[src/rtl/pong_pkg.sv]
`default_nettype none
// +--------------------------------------------------------------------------+
// | pong_pkg                                                                 |
// | Shared LED bus layout, coordinate widths and scanner types for pong.     |
// | Revision: 1.0                                                            |
// +--------------------------------------------------------------------------+
package pong_pkg;

  localparam int X_W   = 3;
  localparam int Y_W   = 4;
  localparam int LED_W = 10;

  localparam int LED_COL_LSB = 0;
  localparam int LED_ROW_LSB = 3;
  localparam int LED_CLR_LSB = 8;

  localparam logic [1:0] LED_BAR  = 2'b10;
  localparam logic [1:0] LED_BALL = 2'b01;

  localparam int BAR1_Y_DEF  = 12;
  localparam int BAR2_Y_DEF  = 3;
  localparam int BAR_LEN_DEF = 3;

  typedef enum logic [0:0] {
    LATCH = 1'b0,
    SCAN  = 1'b1
  } scan_state_t;

  function automatic int cnt_w(input int n);
    return (n > 1) ? $clog2(n) : 1;
  endfunction

  // Bit 7 stays zero: it is reserved on the matrix bus.
  function automatic logic [LED_W-1:0] led_pixel(input logic [1:0]     clr,
                                                 input logic [Y_W-1:0] row,
                                                 input logic [X_W-1:0] col);
    logic [LED_W-1:0] v;
    v = '0;
    v[LED_CLR_LSB +: 2]   = clr;
    v[LED_ROW_LSB +: Y_W] = row;
    v[LED_COL_LSB +: X_W] = col;
    return v;
  endfunction

endpackage
`default_nettype wire

[src/rtl/scan_slot_timer.sv]
`default_nettype none
// +--------------------------------------------------------------------------+
// | scan_slot_timer                                                          |
// | Dwell/slot counters for the LED scanner with look-ahead of next values.  |
// | Revision: 1.0                                                            |
// +--------------------------------------------------------------------------+
module scan_slot_timer
  import pong_pkg::*;
#(
  parameter int DWELL       = 2000,
  parameter int GUARD       = 1,
  parameter int FRAME_SLOTS = 128,
  localparam int DW_W       = cnt_w(DWELL),
  localparam int SLOT_W     = cnt_w(FRAME_SLOTS)
) (
  input  logic              CLK,
  input  logic              RSTn,
  input  logic              run,
  output logic [SLOT_W-1:0] slot_nxt,
  output logic              guard_nxt,
  output logic              dwell_last,
  output logic              slot_last,
  output logic              last_nxt
);

  logic [DW_W-1:0]   r_dwell;
  logic [DW_W-1:0]   w_dwell_nxt;
  logic [SLOT_W-1:0] r_slot;
  logic [SLOT_W-1:0] w_slot_nxt;

  assign dwell_last = (r_dwell == DW_W'(DWELL - 1));
  assign slot_last  = (r_slot == SLOT_W'(FRAME_SLOTS - 1));

  // Counters hold at zero while not running so the first scan cycle is slot 0, dwell 0.
  always_comb begin
    w_dwell_nxt = '0;
    w_slot_nxt  = '0;
    if (run) begin
      if (dwell_last) begin
        w_slot_nxt = slot_last ? '0 : r_slot + 1'b1;
      end else begin
        w_dwell_nxt = r_dwell + 1'b1;
        w_slot_nxt  = r_slot;
      end
    end
  end

  always_ff @(posedge CLK or negedge RSTn) begin
    if (!RSTn) begin
      r_dwell <= '0;
      r_slot  <= '0;
    end else begin
      r_dwell <= w_dwell_nxt;
      r_slot  <= w_slot_nxt;
    end
  end

  assign slot_nxt  = w_slot_nxt;
  assign guard_nxt = (int'(w_dwell_nxt) < GUARD);
  assign last_nxt  = run && (int'(w_slot_nxt) == FRAME_SLOTS - 1) &&
                     (int'(w_dwell_nxt) == DWELL - 1);

endmodule
`default_nettype wire

[src/rtl/led_frame_scanner.sv]
`default_nettype none
// +--------------------------------------------------------------------------+
// | led_frame_scanner                                                        |
// | Per-frame snapshot of bar/ball positions, time-multiplexed onto LEDout.  |
// | Revision: 1.0                                                            |
// +--------------------------------------------------------------------------+
module led_frame_scanner
  import pong_pkg::*;
#(
  parameter int DWELL       = 2000,
  parameter int GUARD       = 1,
  parameter int BAR_LEN     = BAR_LEN_DEF,
  parameter int BAR1_Y      = BAR1_Y_DEF,
  parameter int BAR2_Y      = BAR2_Y_DEF,
  parameter int BALL_SLOTS  = 3,
  parameter int FRAME_SLOTS = 128
) (
  input  logic             CLK,
  input  logic             RSTn,
  input  logic [X_W-1:0]   bar1_x,
  input  logic [X_W-1:0]   bar2_x,
  input  logic [X_W-1:0]   ball_x,
  input  logic [Y_W-1:0]   ball_y,
  input  logic             disp_en,
  output logic [LED_W-1:0] LEDout,
  output logic             frame_done
);

  localparam int c_SLOT_W = cnt_w(FRAME_SLOTS);

  if (FRAME_SLOTS < 2 * BAR_LEN + BALL_SLOTS) begin : g_bad_frame_slots
    $error("FRAME_SLOTS too small for bars and ball");
  end
  if (DWELL < 2 || GUARD >= DWELL || GUARD < 0) begin : g_bad_dwell
    $error("need DWELL >= 2 and 0 <= GUARD < DWELL");
  end
  if (BAR_LEN < 1 || BAR_LEN > 8 || BALL_SLOTS < 1) begin : g_bad_objects
    $error("BAR_LEN must be 1..8 and BALL_SLOTS >= 1");
  end

  scan_state_t         r_state;
  scan_state_t         w_state_nxt;
  logic                w_run;
  logic [c_SLOT_W-1:0] w_slot_nxt;
  logic                w_guard_nxt;
  logic                w_dwell_last;
  logic                w_slot_last;
  logic                w_last_nxt;

  logic [X_W-1:0]   r_snap_bar1, r_snap_bar2, r_snap_ball_x;
  logic [Y_W-1:0]   r_snap_ball_y;
  logic             r_snap_en;
  logic [X_W-1:0]   w_snap_bar1, w_snap_bar2, w_snap_ball_x;
  logic [Y_W-1:0]   w_snap_ball_y;
  logic             w_snap_en;

  logic [LED_W-1:0] r_led;
  logic [LED_W-1:0] w_led_nxt;
  logic             r_frame_done;
  logic             w_frame_done_nxt;
  logic [X_W:0]     w_col;
  int               w_slot_i;

  assign w_run = (r_state == SCAN);

  scan_slot_timer #(
    .DWELL       (DWELL),
    .GUARD       (GUARD),
    .FRAME_SLOTS (FRAME_SLOTS)
  ) u_timer (
    .CLK        (CLK),
    .RSTn       (RSTn),
    .run        (w_run),
    .slot_nxt   (w_slot_nxt),
    .guard_nxt  (w_guard_nxt),
    .dwell_last (w_dwell_last),
    .slot_last  (w_slot_last),
    .last_nxt   (w_last_nxt)
  );

  always_ff @(posedge CLK or negedge RSTn) begin
    if (!RSTn) r_state <= LATCH;
    else       r_state <= w_state_nxt;
  end

  always_comb begin
    w_state_nxt = LATCH;
    case (r_state)
      LATCH:   w_state_nxt = SCAN;
      SCAN:    w_state_nxt = (w_dwell_last && w_slot_last) ? LATCH : SCAN;
      default: w_state_nxt = LATCH;
    endcase
  end

  always_ff @(posedge CLK or negedge RSTn) begin
    if (!RSTn) begin
      r_snap_bar1   <= '0;
      r_snap_bar2   <= '0;
      r_snap_ball_x <= '0;
      r_snap_ball_y <= '0;
      r_snap_en     <= 1'b0;
    end else if (r_state == LATCH) begin
      r_snap_bar1   <= bar1_x;
      r_snap_bar2   <= bar2_x;
      r_snap_ball_x <= ball_x;
      r_snap_ball_y <= ball_y;
      r_snap_en     <= disp_en;
    end
  end

  // Outputs are registered from next-cycle values, so the snapshot being captured must be seen here.
  assign w_snap_bar1   = (r_state == LATCH) ? bar1_x  : r_snap_bar1;
  assign w_snap_bar2   = (r_state == LATCH) ? bar2_x  : r_snap_bar2;
  assign w_snap_ball_x = (r_state == LATCH) ? ball_x  : r_snap_ball_x;
  assign w_snap_ball_y = (r_state == LATCH) ? ball_y  : r_snap_ball_y;
  assign w_snap_en     = (r_state == LATCH) ? disp_en : r_snap_en;

  always_comb begin
    w_led_nxt        = '0;
    w_col            = '0;
    w_slot_i         = int'(w_slot_nxt);
    w_frame_done_nxt = (w_state_nxt == SCAN) && w_last_nxt;
    if ((w_state_nxt == SCAN) && w_snap_en && !w_guard_nxt) begin
      if (w_slot_i < BAR_LEN) begin
        w_col = {1'b0, w_snap_bar1} + (X_W+1)'(w_slot_i);
        if (!w_col[X_W]) w_led_nxt = led_pixel(LED_BAR, Y_W'(BAR1_Y), w_col[X_W-1:0]);
      end else if (w_slot_i < 2 * BAR_LEN) begin
        w_col = {1'b0, w_snap_bar2} + (X_W+1)'(w_slot_i - BAR_LEN);
        if (!w_col[X_W]) w_led_nxt = led_pixel(LED_BAR, Y_W'(BAR2_Y), w_col[X_W-1:0]);
      end else if (w_slot_i < 2 * BAR_LEN + BALL_SLOTS) begin
        w_led_nxt = led_pixel(LED_BALL, w_snap_ball_y, w_snap_ball_x);
      end
    end
  end

  always_ff @(posedge CLK or negedge RSTn) begin
    if (!RSTn) begin
      r_led        <= '0;
      r_frame_done <= 1'b0;
    end else begin
      r_led        <= w_led_nxt;
      r_frame_done <= w_frame_done_nxt;
    end
  end

  assign LEDout     = r_led;
  assign frame_done = r_frame_done;

endmodule
`default_nettype wire

[config.mk]
export PLATFORM = sky130hd
export DESIGN_NAME = led_frame_scanner
export DESIGN_NICKNAME = d
export VERILOG_FILES = /design/src/rtl/pong_pkg.sv /design/src/rtl/scan_slot_timer.sv /design/src/rtl/led_frame_scanner.sv
export SDC_FILE = /design/constraint.sdc
export NUM_CORES = 1
export LEC_CHECK = 0
export BUFFER_PORTS_ARGS = -buffer_cell sky130_fd_sc_hd__buf_2
export CORE_UTILIZATION = 53
export CTS_CLUSTER_DIAMETER = 200
export CTS_CLUSTER_SIZE = 12
export DETAILED_ROUTE_END_ITERATION = 7
export PLACE_DENSITY = 0.82
export RECOVER_POWER = 100
export REMOVE_ABC_BUFFERS = 1
export SYNTH_ARGS = -nofsm -noshare
export SYNTH_HDL_FRONTEND = slang
export SYNTH_SLANG_ARGS = --single-unit
[constraint.sdc]
create_clock -name CLK -period 3.2 [get_ports CLK]
set_input_delay 0.16 -clock CLK [delete_from_list [all_inputs] [get_ports CLK]]
set_output_delay 0.16 -clock CLK [all_outputs]
set_load 0.05 [all_outputs]
# [Word-level counts from Yosys, hierarchy flattened]
# Index checks and enable logic that the tools add are counted.
# Widths: inputs -> output; s select.
[totals] output_inout_bits=11 elab_cells=49 regBits=44
[classes] eq_ne=4 n_mux=18 n_lt_le_gt_ge=4 reduce_logical=7 add_sub_neg=5 n_bitwise=1
[op_table] op="$mux 10" count=5
[op_table] op="$mux 11" count=2
[op_table] op="$mux 7" count=3
[op_table] op="$add 11x1->11 const B" count=1
[op_table] op="$eq 11x11->1 const B" count=1
[op_table] op="$eq 11x7->1 const B" count=1
[op_table] op="$lt 11x1->1 const B" count=1
[op_table] op="$mux 3" count=3
[op_table] op="$mux 9" count=1
[op_table] op="$add 3x4->4" count=2
[op_table] op="$add 7x1->7 const B" count=1
[op_table] op="$eq 7x1->1 const B" count=1
[op_table] op="$eq 7x7->1 const B" count=1
[op_table] op="$lt 7x2->1 const B" count=1
[op_table] op="$lt 7x3->1 const B" count=1
[op_table] op="$lt 7x4->1 const B" count=1
[op_table] op="$logic_and 1x1->1" count=6
[op_table] op="$mux 4" count=1
[op_table] op="$sub 4x2->4 const B" count=1
[op_table] op="$mux 1" count=2
[op_table] op="$pmux 1 s2" count=1
[op_table] op="$logic_not 1->1" count=1
[op_table] op="$not 1->1" count=1

# [Depth between registers and ports, before layout]
# Gate-level depths: netlist of run 1.
[logic_depth] depth_word=10 depth_mapped=16 mapped_depth_nobuf=15

# [Modules after synthesis]
# A second synthesis of run 1 with hierarchy kept.
[unflattened] hier_cells=240 hier_area_um2=2478.6
[by_module_without_submodules] module="led_frame_scanner" area_each_um2=1253.7 cells_each=102 n_inst=1
[by_module_without_submodules] module="scan_slot_timer" area_each_um2=1224.9 cells_each=138 n_inst=1

# [Least setup slack after synthesis of run 1]
# No wires, ideal clock.
[synth_timing] path_type="reg-to-reg" from="register u_timer.r_dwell[4]" to="register r_led[2] (netlist: LEDout[2])" setup_time_ns=0.067 setup_slack_ns=-0.115 stages_incl_launch_ff=14 period_less_slack_ns=3.315 path_buffers=1 t_required_ns=3.133 arrival_ns=3.248 path_cell_list="dfrtp_1 or3b_1 buf_6 nor3_4 nand2_1 a21oi_1 ha_1 ha_1 fa_1 xor2_1 a21oi_1 nand2_1 a21oi_1 o221a_1"
[synth_between] elab_chain_cells=9
[synth_rtl] element="start: declaration" line_no="scan_slot_timer.sv:26" text="logic [DW_W-1:0] r_dwell;"
[synth_rtl] element="start signal: assignment" line_no="scan_slot_timer.sv:53" text="r_dwell <= w_dwell_nxt;"
[synth_rtl] element="$eq 11x11->1 *" line_no="scan_slot_timer.sv:31" text="assign dwell_last = (r_dwell == DW_W'(DWELL - 1));"
[synth_rtl] element="$mux 7 *" line_no="scan_slot_timer.sv:39" text="if (dwell_last) begin"
[synth_rtl] element="$mux 7 *" line_no="scan_slot_timer.sv:38" text="if (run) begin"
[synth_rtl] element="via u_timer.slot_nxt[1]" line_no="scan_slot_timer.sv:19" text="output logic [SLOT_W-1:0] slot_nxt,"
[synth_rtl] element="$sub 4x2->4" line_no="led_frame_scanner.sv:128" text="w_col = {1'b0, w_snap_bar2} + (X_W+1)'(w_slot_i - BAR_LEN);"
[synth_rtl] element="$add 3x4->4" line_no="led_frame_scanner.sv:128"
[synth_rtl] element="$mux 10" line_no="led_frame_scanner.sv:129" text="if (!w_col[X_W]) w_led_nxt = led_pixel(LED_BAR, Y_W'(BAR2_Y), w_col[X_W-1:0]);"
[synth_rtl] element="$mux 10" line_no="led_frame_scanner.sv:127" text="end else if (w_slot_i < 2 * BAR_LEN) begin"
[synth_rtl] element="$mux 10 *" line_no="led_frame_scanner.sv:124" text="if (w_slot_i < BAR_LEN) begin"
[synth_rtl] element="$mux 10 *" line_no="led_frame_scanner.sv:123" text="if ((w_state_nxt == SCAN) && w_snap_en && !w_guard_nxt) begin"
[synth_rtl] element="via w_led_nxt[2]" line_no="led_frame_scanner.sv:58" text="logic [LED_W-1:0] w_led_nxt;"
[synth_rtl] element="end signal: assignment" line_no="led_frame_scanner.sv:141" text="r_led <= w_led_nxt;"
[synth_rtl] element="end: declaration" line_no="led_frame_scanner.sv:57" text="logic [LED_W-1:0] r_led;"
# The timed path passes the listed nets; every way through them passes the cells marked *.

# [Worst setup path after layout of run 1]
[layout_timing] from="register u_timer.r_dwell[5]" to="register r_led[9] (netlist: LEDout[9])"
# The elaborated chain is that of the path after synthesis.

==> results of run 1 <==
kinds of logic (layout without fill, tap and decap cells):
logic type | after synthesis | count (layout)
mux | 18 | 18
xor+xnor | 13 | 13
buf+inv | 25 | 68
flops | 43 | 43
simple gates | 94 | 94
compound gates | 42 | 42
fa+ha+maj | 11 | 11
other cells | 1 | 1
layer usage:
layer	GRT usage, %	wire, um	vias up
li1	-	-	978
met1	32.3	2450	953
met2	35.8	2470	98
met3	5.91	420	9
met4	8.00	83	0
met5	0	0	-
layout make-up:
cell class	instances	area, um^2	area share [%]
clock buffer	5	68.8	2.43
clock inverter	3	23.8	0.840
inverter	15	56.3	1.99
multi-input combinational	179	1300	46.0
sequential	43	1080	38.0
tap	52	65.1	2.30
timing repair buffer	45	239	8.44
path summary, 6_finish.rpt:
| check | from | endpoint | slack (ns) | cells past startpoint |
|---|---|---|---|---|
| worst max-delay path | u_timer.r_dwell[5]$_DFF_PN0_ | LEDout[9]$_DFF_PN0_ | 0.16 | 11 |
| min in group asynchronous | RSTn | r_snap_ball_y[3]$_DFF_PN0_ | 0.51 | 1 |
| worst min register to register | r_snap_ball_y[1]$_DFF_PN0_ | r_snap_ball_y[1]$_DFF_PN0_ | 0.50 | 1 |
| worst min-delay path | bar1_x[2] | r_snap_bar1[2]$_DFF_PN0_ | 0.09 | 2 |
| max in group asynchronous | RSTn | u_timer.r_dwell[0]$_DFF_PN0_ | 1.44 | 1 |
| worst max register to register | u_timer.r_dwell[5]$_DFF_PN0_ | LEDout[9]$_DFF_PN0_ | 0.16 | 11 |
per-stage QoR:
step                      util (%)  TNS, ns  instance area [um^2]  hold slack, ns
final                         63.3        0                  2830          0.0945
after global routing          63.3        0                  2830           0.103
after CTS                     64.5        0                  2890          0.0208
after detailed placement      62.4        0                  2790           0.354
after global placement        62.4        0                  2790           0.345
after floorplan                  -   -0.580                  2450          -0.136
placed cells by master, fill, tap and decap left out, types with 3 or more instances in the layout:
cell type / synthesis / final
dfrtp_1: 43 / 43
nor2_1: 21 / 21
nand3_1: 19 / 19
clkbuf_1: 2 / 17
inv_1: 15 / 15
nand2_1: 14 / 14
buf_2: 0 / 14
buf_4: 2 / 14
ha_1: 9 / 9
a21oi_1: 10 / 8
xnor2_1: 7 / 7
mux2_2: 13 / 7
mux2_1: 0 / 6
xor2_1: 6 / 6
nand4_1: 5 / 5
mux2i_1: 5 / 5
and3_1: 5 / 5
o21ai_0: 3 / 5
a31oi_1: 5 / 5
clkbuf_8: 0 / 5
and4_1: 3 / 3
o31ai_1: 3 / 3
or3_1: 3 / 3
nor4_1: 2 / 3
nor3_1: 3 / 3
nor4b_1: 3 / 3
nand3b_1: 3 / 3
sequential cells by signal (all words and copies together), names as in the netlist:
name and flops:
r_snap_ball_y 4, frame_done 1, LEDout 9, u_timer.r_slot 7, r_snap_bar2 3, r_snap_bar1 3
r_snap_ball_x 3, u_timer.r_dwell 11, r_state 1, r_snap_en 1
power groups by stage:
| stage | registers, mW | logic (mW) | clock network (mW) |
|---|---|---|---|
| floorplan | 0.583 | 0.0283 | 0 |
| global placement | 0.569 | 0.0704 | 0 |
| detailed placement | 0.570 | 0.0721 | 0 |
| CTS | 0.559 | 0.0728 | 0.360 |
| global route | 0.560 | 0.0782 | 0.384 |
| finish | 0.559 | 0.0692 | 0.352 |
what timing repair did:
action	4_1_cts	5_1_grt
gates cloned	0	0
setup buffers	0	0
resized for setup	1	1
pin swaps	0	1
endpoints found under the setup margin	1	3
==> results.txt, run 1 <==
* Count of synthesis-stage warnings from yosys: 0
- The portion of synthesized area spent on multiplexers is 7.73%.
- The detail route stage leaves a number of antenna-violating nets equal to 0.
* Routed length per placed instance: 15.9 um
- After Yosys synthesis, XOR and XNOR cells account for 4.48% of the synthesized area.
- Setup repair after global routing left no endpoint under its margin.
* First-pass GRT wire length: 9.07 mm
- Worst endpoint required time: 3.40 ns
* Grt total ovfl: 0
- Worst VDD drop: 191 uV
- The final reports fail on DRC, capacitance limit, slew limit.
- Die height: 71.2 um
- Number of max-slew violations in the final report: 44
- Worst-path clk slew: 0.09 ns
- Clock insertion delay at the later pin of the skew report: 0.30 ns
* Largest fanout of any net on the critical path: 6
- The floorplan has 24 rows.
- After synthesis, the cell types taking the most area are dfrtp_1 (42%), mux2_2 (5.8%), ha_1 (4.4%).
- Static timing analysis puts the maximum clock frequency at 329 MHz.
* Worst Tran Pin Value: 2.20 ns
- Data arrival time of the critical path: 3.23 ns
- Post-synthesis cell area: 2540 um^2
* Proportion of synthesized flip-flops having asynchronous set or reset: 100%
- Maximum root-to-sink buffer count: 2
- Worst-case setup margin in the final layout: 0.162 ns
* Antenna violations before repair: 0
* CP Launch Type: register
- The signal on the critical path passes through or3b_1, nor3_4, nand2_1, a21oi_2, ha_1, ha_1, fa_1, xor2_1, a21oi_2, mux2_2, and3_1.
- The first routing iteration left 199 violations.
- Count of input and output buffers: 25
* Total clock sinks: 43
* Commonest cells post-synth: dfrtp_1 (43), nor2_1 (21), nand3_1 (19)
- Dominant register cell in the synthesized netlist: dfrtp_1
- Summed over all cells, the static leakage comes to 1.27 nW.
* Setup-violating endpoint count in the final report: 0
- Once the floorplan was initialized, standard cells occupied 56.8% of the core.
- Post-route total power: 0.980 mW
* Share of the synthesized area in compound gates (AO/OA/AOI/OAI): 12.5%
* Die extent in x: 71.2 um
* Delay of the slowest critical-path stage: 0.42 ns
- Of the total synthesized cell area, the portion taken by full adders, half adders and majority gates is 6.01%.
- For this run, the post-layout net count is 316.
* Cell variety after synth: 54
* Internal power of the cells: 0.734 mW
- Pin count of the biggest net entering global routing: 44
- Hold violation total from the final report: 0
- Synthesis inferred 43 register bits.
* Gp weighted congestion: 0.942
- Period minus WS final: 3.04 ns
* Kind of capture point of the worst setup path: register
- Counting every instance in the synthesized netlist gives 247.
- The first detailed-routing pass took 6 iterations.
- The run finished, with violations left.
* Area inside the core boundary: 4470 um^2
* Number of ports placed on the die boundary: 27
- Prior to clock tree synthesis, the placed netlist has a worst setup slack of 0.0335 ns.
* Leading area contributor after synthesis: dfrtp_1
- On the critical path, the stage with the largest delay is an instance of dfrtp_1.
- Final period util: 94.9%
- Hold buffers post-CTS: 0
* CTS tree: done
- The clock arrives with 0.0110 ns of skew.
* Count of inserted antenna diode cells: 0
* Area growth syn-to-layout: 11.4%
- For this design the total switching power over the nets is 0.247 mW.
- Combinational logic is responsible for 7.1% of the overall power.
- After synthesis, flip-flops and latches occupy 42.3% of the total area.
* Number of buffers and inverters on the critical path: 0
- Worst min-delay path category: in -> reg
- Total global-route track usage: 23.3%
* DRT Wirelength: 5.43 mm
* Number of CTS-inserted buffers: 5
* Number of synthesized flops with an enable pin: 0
* Total via count after detailed routing: 2038
- Cell Count, Final, Fillers Out: 342
- By area, the combinational part of the netlist is dominated by simple AND/OR/NAND/NOR gates.
- Portion of total power attributed to sequential cells: 57.0%
- The top cell type by area accounts for 42.3% of the synthesized area.
* Cell count after placement: 334
* Switching portion of total power: 25.2%
- The via count of the first global-routing pass came to 1961.
- Syn Area/Cell: 10.3 um^2
- Routed via count divided by cell count: 5.96
- Summing the areas of all and, or, nand and nor instances in the mapped netlist gives 21.1% of the synthesized area.
* Buffer type at the clock tree root: clkbuf_8
- DRC viols: 2
* Worst setup path category: reg -> reg
* Ratio of cells with drive above 1 in the final layout: 18.6%
- Fillers: 373
- Most used standard cell by instance count after synthesis: dfrtp_1
* Remaining max-slew budget at the tightest pin: -47.0%
* Detailed placement HPWL: 3.94 mm
- Maximum level of the CTS H-tree: 2
- Die Area: 5080 um^2
- Max-cap violations in this run came to 1.
- Pwr per Cell Area: 346 nW/um^2
* Kind of cell with the highest combined delay on the critical path: simple AND/OR/NAND/NOR gates
- The clock network is responsible for 35.9% of the overall power.
No activity file was read; power rests on OpenSTA's default activity.
==> run 2: changes to the inputs <==
Settings changed: CORE_UTILIZATION 53 to 30, PLACE_DENSITY 0.82 to 0.54.
==> results.txt, run 2 (same netlist as run 1, synthesis figures left out) <==
- Ratio of cells with drive above 1 in the final layout: 21.3%
- Largest fanout of any net on the critical path: 6
- Setup repair after global routing left no endpoint under its margin.
- Max-cap check violation count: 1
- Fillers: 840
- For this design, the slowest cell found on the critical path is dfrtp_2.
- In this run the tool buffered the top-level ports with 25 buffer cells.
- After the last flow step, the layout net total stands at 317.
- The analysis attributes to net switching a power of 0.253 mW.
- Worst VDD drop: 179 uV
- The library cell used most frequently in the layout, excluding fill and tap cells, is dfrtp_1.
- Worst Tran Pin Value: 2.28 ns
- First-pass GRT wire length: 9.37 mm
* Total via count after detailed routing: 1991
- For this run, the slowest stage of the critical path takes 0.45 ns.
- Biggest register: u_timer.r_dwell
* Pin count of the biggest net entering global routing: 44
- The signal on the critical path passes through or3b_4, nor3_4, nand2_1, a21oi_2, ha_1, ha_1, fa_1, xor2_1, a21oi_2, nand2_1, a21oi_1, o221a_1.
* Worst endpoint required time: 3.44 ns
- Worst clock skew: 0.00505 ns
* ANT nets after route: 0
* CP Launch Type: register
- Hold violation total from the final report: 0
- Buffer type at the clock tree root: clkbuf_8
- Fmax: 325 MHz
- Routability-driven placement finished with a final weighted congestion of 0.841.
- The worst hold path was traced through 2 stages.
* Number of CTS-inserted buffers: 5
- Hold buffers post-CTS: 0
- Number of ports placed on the die boundary: 27
* Number of max-slew violations in the final report: 44
- The worst path needs 3.07 ns of the cycle, external delays included.
- The worst path uses 96.1% of the clock period.
* Initial DRC count: 185
- Vias in the first global route: 1888
- Global routing used 13.5% of the available tracks.
* Maximum root-to-sink buffer count: 2
- DRT Wirelength: 5.62 mm
* DRC viols: 0
* Clock insertion delay at the later pin of the skew report: 0.30 ns
- The floorplan has 33 rows.
- Internal power of the cells: 0.734 mW
- For this run, the number of standard cells in the final layout without fillers is 396.
- Top library cells by usage in the layout, fill and taps aside: dfrtp_1 (42), nor2_1 (21), nand3_1 (19)
- Worst min-delay path category: in -> reg
- Area inside the core boundary: 8220 um^2
- Cell count after placement: 387
* Static Leakage: 1.28 nW
- Setup violations remaining at the end of the flow were counted as 0.
* Hold_ws: 0.101 ns
- Dividing the detail-routed via count by the number of cells gives 5.03.
- Count of inserted antenna diode cells: 0
- The clock network accounts for 36.3% of the total power.
- Status: finished with violations
- Measured along the y axis, the die boundary spans 94.0 um.
* Portion of total power attributed to sequential cells: 56.6%
* Worst reg-to-reg path cell count: 12
- Remaining max-slew budget at the tightest pin: -52.0%
- The critical path in this run is classified as reg -> reg.
* Comb pwr share: 7.0%
- Drt pass-1 iters: 4
- Once the floorplan was initialized, standard cells occupied 30.9% of the core.
- Grt total ovfl: 0
- Antenna violations before repair: 0
- Data arrival time of the critical path: 3.31 ns
* Die Area: 8840 um^2
- Total clock sinks: 43
- Switching portion of total power: 25.6%
* Pwr per Cell Area: 336 nW/um^2
- After clock tree synthesis, the clock-pin slew on the worst setup and hold paths is 0.09 ns.
- CTS tree: done
- Kind of capture point of the worst setup path: register
- Violations in the final reports: capacitance limit, slew limit
* Maximum level of the CTS H-tree: 2
- Routed length per placed instance: 14.2 um
* Area growth syn-to-layout: 15.4%
- Summed over all nets, the half-perimeter wirelength after detailed placement is 4.20 mm.
- Number of flip-flops in the largest register: 11
- The die is 94.0 um wide.
## run 2: critical path: cells and delay by family, from the launching register on
kind                     cells  cell delay [ns]
flip-flops                   1             0.45
AND/OR/NAND/NOR              4             0.79
XOR/XNOR                     1             0.18
adder cells (fa/ha/maj)      3             0.86
AO/OA/AOI/OAI                4             0.74
## run 2: layer usage
metal	up-vias	GRT usage (%)	wire length (um)
met4	0	3.85	31
li1	979	-	-
met5	-	0	0
met2	40	20.7	2530
met1	970	19.5	2840
met3	2	2.18	214
## run 2: final cells by class
class	count	area (um^2)	area share (%)
multi-input combinational	179	1320	45.1
timing repair buffer	46	254	8.66
inverter	15	56.3	1.92
tap	105	131	4.48
clock inverter	3	23.8	0.811
clock buffer	5	68.8	2.35
sequential	43	1080	36.7
## run 2: stage by stage
step | util [%] | instance area, um^2 | setup slack, ns | total power, mW | TNS, ns
3_5_place_dp | 34.8 | 2860 | -0.0155 | 0.643 | -0.0155
3_3_place_gp | 34.8 | 2860 | 0.105 | 0.641 | 0
2_1_floorplan | - | 2450 | -0.189 | 0.611 | -0.580
6_report | 35.7 | 2930 | 0.126 | 0.986 | 0
4_1_cts | 36.0 | 2950 | 0.0791 | 1.01 | 0
5_1_grt | 35.7 | 2930 | 0.00603 | 1.03 | 0
## run 2: path summary, 6_finish.rpt
| check | startpoint | slack (ns) | endpoint |
|---|---|---|---|
| worst max-delay path | u_timer.r_dwell[5]$_DFF_PN0_ | 0.13 | LEDout[2]$_DFF_PN0_ |
| worst min-delay path | ball_y[2] | 0.10 | r_snap_ball_y[2]$_DFF_PN0_ |
| worst max register to register | u_timer.r_dwell[5]$_DFF_PN0_ | 0.13 | LEDout[2]$_DFF_PN0_ |
| worst min register to register | r_snap_ball_y[2]$_DFF_PN0_ | 0.50 | r_snap_ball_y[2]$_DFF_PN0_ |
| max in group asynchronous | RSTn | 1.19 | u_timer.r_dwell[5]$_DFF_PN0_ |
| min in group asynchronous | RSTn | 0.54 | LEDout[3]$_DFF_PN0_ |
## run 2: repair_timing
action	CTS	global route
buffers inserted	0	1
pin swaps	0	2
resized for setup	1	7
setup endpoints to repair	1	6
## run 2: power groups by stage
stage	logic [mW]	registers, mW	clock network [mW]
6_report	0.0693	0.559	0.359
5_1_grt	0.0783	0.560	0.393
4_1_cts	0.0738	0.559	0.376
3_5_place_dp	0.0731	0.570	0
3_3_place_gp	0.0724	0.569	0
2_1_floorplan	0.0283	0.583	0
==> run 3: changes to the inputs <==
Settings changed: CORE_UTILIZATION 30 to 40, PLACE_DENSITY 0.54 to 0.66.
==> results.txt, run 3 (same netlist as run 1, synthesis figures left out) <==
- Status: finished with violations
- The checks that failed: capacitance limit, slew limit.
* Gp weighted congestion: 0.826
* Period minus WS final: 3.02 ns
- Initial core utilization: 42.2%
- Cell count after placement: 357
- Summed over all nets, the half-perimeter wirelength after detailed placement is 4.03 mm.
- Unrepaired setup endpoints after global routing: no
* Hold buffers post-CTS: 0
* Most common cell after layout, fill and taps aside: dfrtp_1
- Number of max-slew violations in the final report: 44
* Area growth syn-to-layout: 15.5%
- Area of the multi-input gates: 1330 um^2
* Largest fanout of any net on the critical path: 5
* Area inside the core boundary: 6030 um^2
* Switching pwr: 0.247 mW
- Portion of total power attributed to sequential cells: 57.1%
- Entering global routing, the biggest net connects 44 pins.
* Share of total power in the clock network: 35.7%
- Drt pass-1 iters: 4
* Fillers: 593
- For this run the aggregate overflow at the end of global routing stands at 0.
- The internal portion of the total power is 0.730 mW.
* DRT Wirelength: 5.63 mm
- Die Area: 6680 um^2
* CP Launch Type: register
- Max-cap violations in this run came to 1.
- Antenna violations before repair: 0
- Of the total power, the share spent switching nets is 25.3%.
* Total via count after detailed routing: 2025
* Worst setup path category: reg -> reg
* Routed length per placed instance: 15.2 um
- Worst clock skew: 0.00762 ns
- Clock insertion delay at the later pin of the skew report: 0.30 ns
- Kind of capture point of the worst setup path: register
- Static Leakage: 1.31 nW
- Cells with a size suffix above 1 make up 23.0% of the layout.
- Dividing total power by cell area gives a power density of 333 nW/um^2.
* Worst min-delay path category: in -> reg
- Startpoint of the most critical register-to-register path: u_timer.r_dwell[0]$_DFF_PN0_
- Summing all flip-flop and latch instances after layout gives 1080 um^2.
- Worst VDD drop: 152 uV
- The die is 81.7 um tall.
- Maximum root-to-sink buffer count: 2
- Worst endpoint required time: 3.44 ns
* Post-route total power: 0.977 mW
* Hold violation total from the final report: 0
- The repair_antennas step left the layout with diodes totalling 0.
- Setup violations remaining at the end of the flow were counted as 0.
- Slack of the worst reg-to-reg path: 0.18 ns
- Worst Tran Pin Value: 2.23 ns
* Depth of the worst hold-timing path: 2
- Maximum level of the CTS H-tree: 2
- Worst reg-to-reg path cell count: 12
- In this run, the combinational gates consume 7.1% of the power.
- In the final design database the tool counted 322 nets.
* Count of input and output buffers: 25
- Number of CTS-inserted buffers: 5
* Worst-path clk slew: 0.09 ns
- The final critical path takes up 94.3% of the cycle.
- The worst pin sits at a relative slew slack of -48.6%.
- 27 I/O pins were placed.
* DRC viols: 0
- Dividing the detail-routed via count by the number of cells gives 5.46.
- Data on the critical path arrives at its endpoint at 3.26 ns.
- In the layout the commonest cells are dfrtp_1 (42), nor2_1 (21), nand3_1 (19).
- # rows: 28
- TritonCTS built the clock tree.
- For this run, the top clock speed supported by timing is 331 MHz.
* Cell Count, Final, Fillers Out: 371
* Capturing point of the worst reg2reg path: LEDout[2]$_DFF_PN0_
- Once layout is complete, the utilization of the core stands at 48.7%.
* Number of flip-flops in the largest register: 11
- For this run, the total global-route usage over all layers was measured as 17.4%.
- In this run the most critical hold path is launched from ball_y[1].
- Vias in the first global route: 1822
- Initial DRC count: 142
- The worst hold path terminates at r_snap_ball_y[1]$_DFF_PN0_.
* Buffer type at the clock tree root: clkbuf_8
- Counting every sink on the clock net gives 43.
* Die extent in x: 81.7 um
- u_timer.r_dwell holds more flip-flops than any other register.
- ANT nets after route: 0
* First-pass GRT wire length: 8.76 mm
-- run 3: cell count changes in the layout (fill, tap and decap cells not counted), sizes merged --
cell / delta
inv: -1
clkbuf: +3
clkinv: +1
buf: +2
-- run 3: how the worst max path moves through the flow --
stage                                 startpoint                  end  slack [ns]  cells after the start
floorplan           u_timer.r_dwell[0]$_DFF_PN0_  LEDout[2]$_DFF_PN0_       -0.19                     15
global placement    u_timer.r_dwell[5]$_DFF_PN0_  LEDout[2]$_DFF_PN0_        0.14                     12
detailed placement  u_timer.r_dwell[5]$_DFF_PN0_  LEDout[2]$_DFF_PN0_        0.04                     12
CTS                 u_timer.r_dwell[0]$_DFF_PN0_  LEDout[2]$_DFF_PN0_        0.01                     12
global route                   r_state$_DFF_PN0_  LEDout[4]$_DFF_PN0_        0.03                      8
finish              u_timer.r_dwell[0]$_DFF_PN0_  LEDout[2]$_DFF_PN0_        0.18                     12
-- run 3: power groups by stage --
| stage | logic [mW] | clock network, mW | registers [mW] |
|---|---|---|---|
| 2_1_floorplan | 0.0283 | 0 | 0.583 |
| 3_3_place_gp | 0.0713 | 0 | 0.569 |
| 3_5_place_dp | 0.0724 | 0 | 0.569 |
| 4_1_cts | 0.0728 | 0.355 | 0.558 |
| 5_1_grt | 0.0775 | 0.383 | 0.560 |
| 6_report | 0.0698 | 0.349 | 0.558 |
-- run 3: critical path: stages (launching register included) --
cell,delay [ns]
dfrtp_1,0.36
ha_1,0.21
and3_2,0.25
and4_1,0.21
mux2_2,0.38
ha_1,0.29
inv_1,0.06
fa_2,0.38
xor2_1,0.17
a21oi_2,0.20
nand2_1,0.09
a21oi_1,0.15
o221a_1,0.20
-- run 3: metrics by stage --
stage                     hold WS, ns  TNS, ns  instance area [um^2]  setup slack, ns
final                          0.0907        0                  2930            0.182
after global routing           0.0966        0                  2930           0.0276
after CTS                      0.0328        0                  2910           0.0115
after detailed placement        0.359        0                  2820           0.0419
after global placement          0.342        0                  2820            0.141
after floorplan                -0.136   -0.580                  2450           -0.189
-- run 3: final cells by class --
class / instances / area share (%)
Multi-Input combinational cell: 179 / 45.3
Sequential cell: 43 / 36.7
Timing Repair Buffer: 51 / 9.81
Tap cell: 75 / 3.20
Clock buffer: 5 / 2.35
Inverter: 15 / 1.92
Clock inverter: 3 / 0.682
-- run 3: routing by layer --
| layer | wire [um] | track usage, % | vias up |
|---|---|---|---|
| li1 | - | - | 988 |
| met1 | 2740 | 25.3 | 974 |
| met2 | 2500 | 25.3 | 55 |
| met3 | 306 | 3.78 | 8 |
| met4 | 78 | 6.14 | 0 |
| met5 | 0 | 0 | - |
-- run 3: timing repair --
item                                    CTS  global route
resized for setup                         0            13
endpoints found under the setup margin    0             6
buffers inserted                          0             6
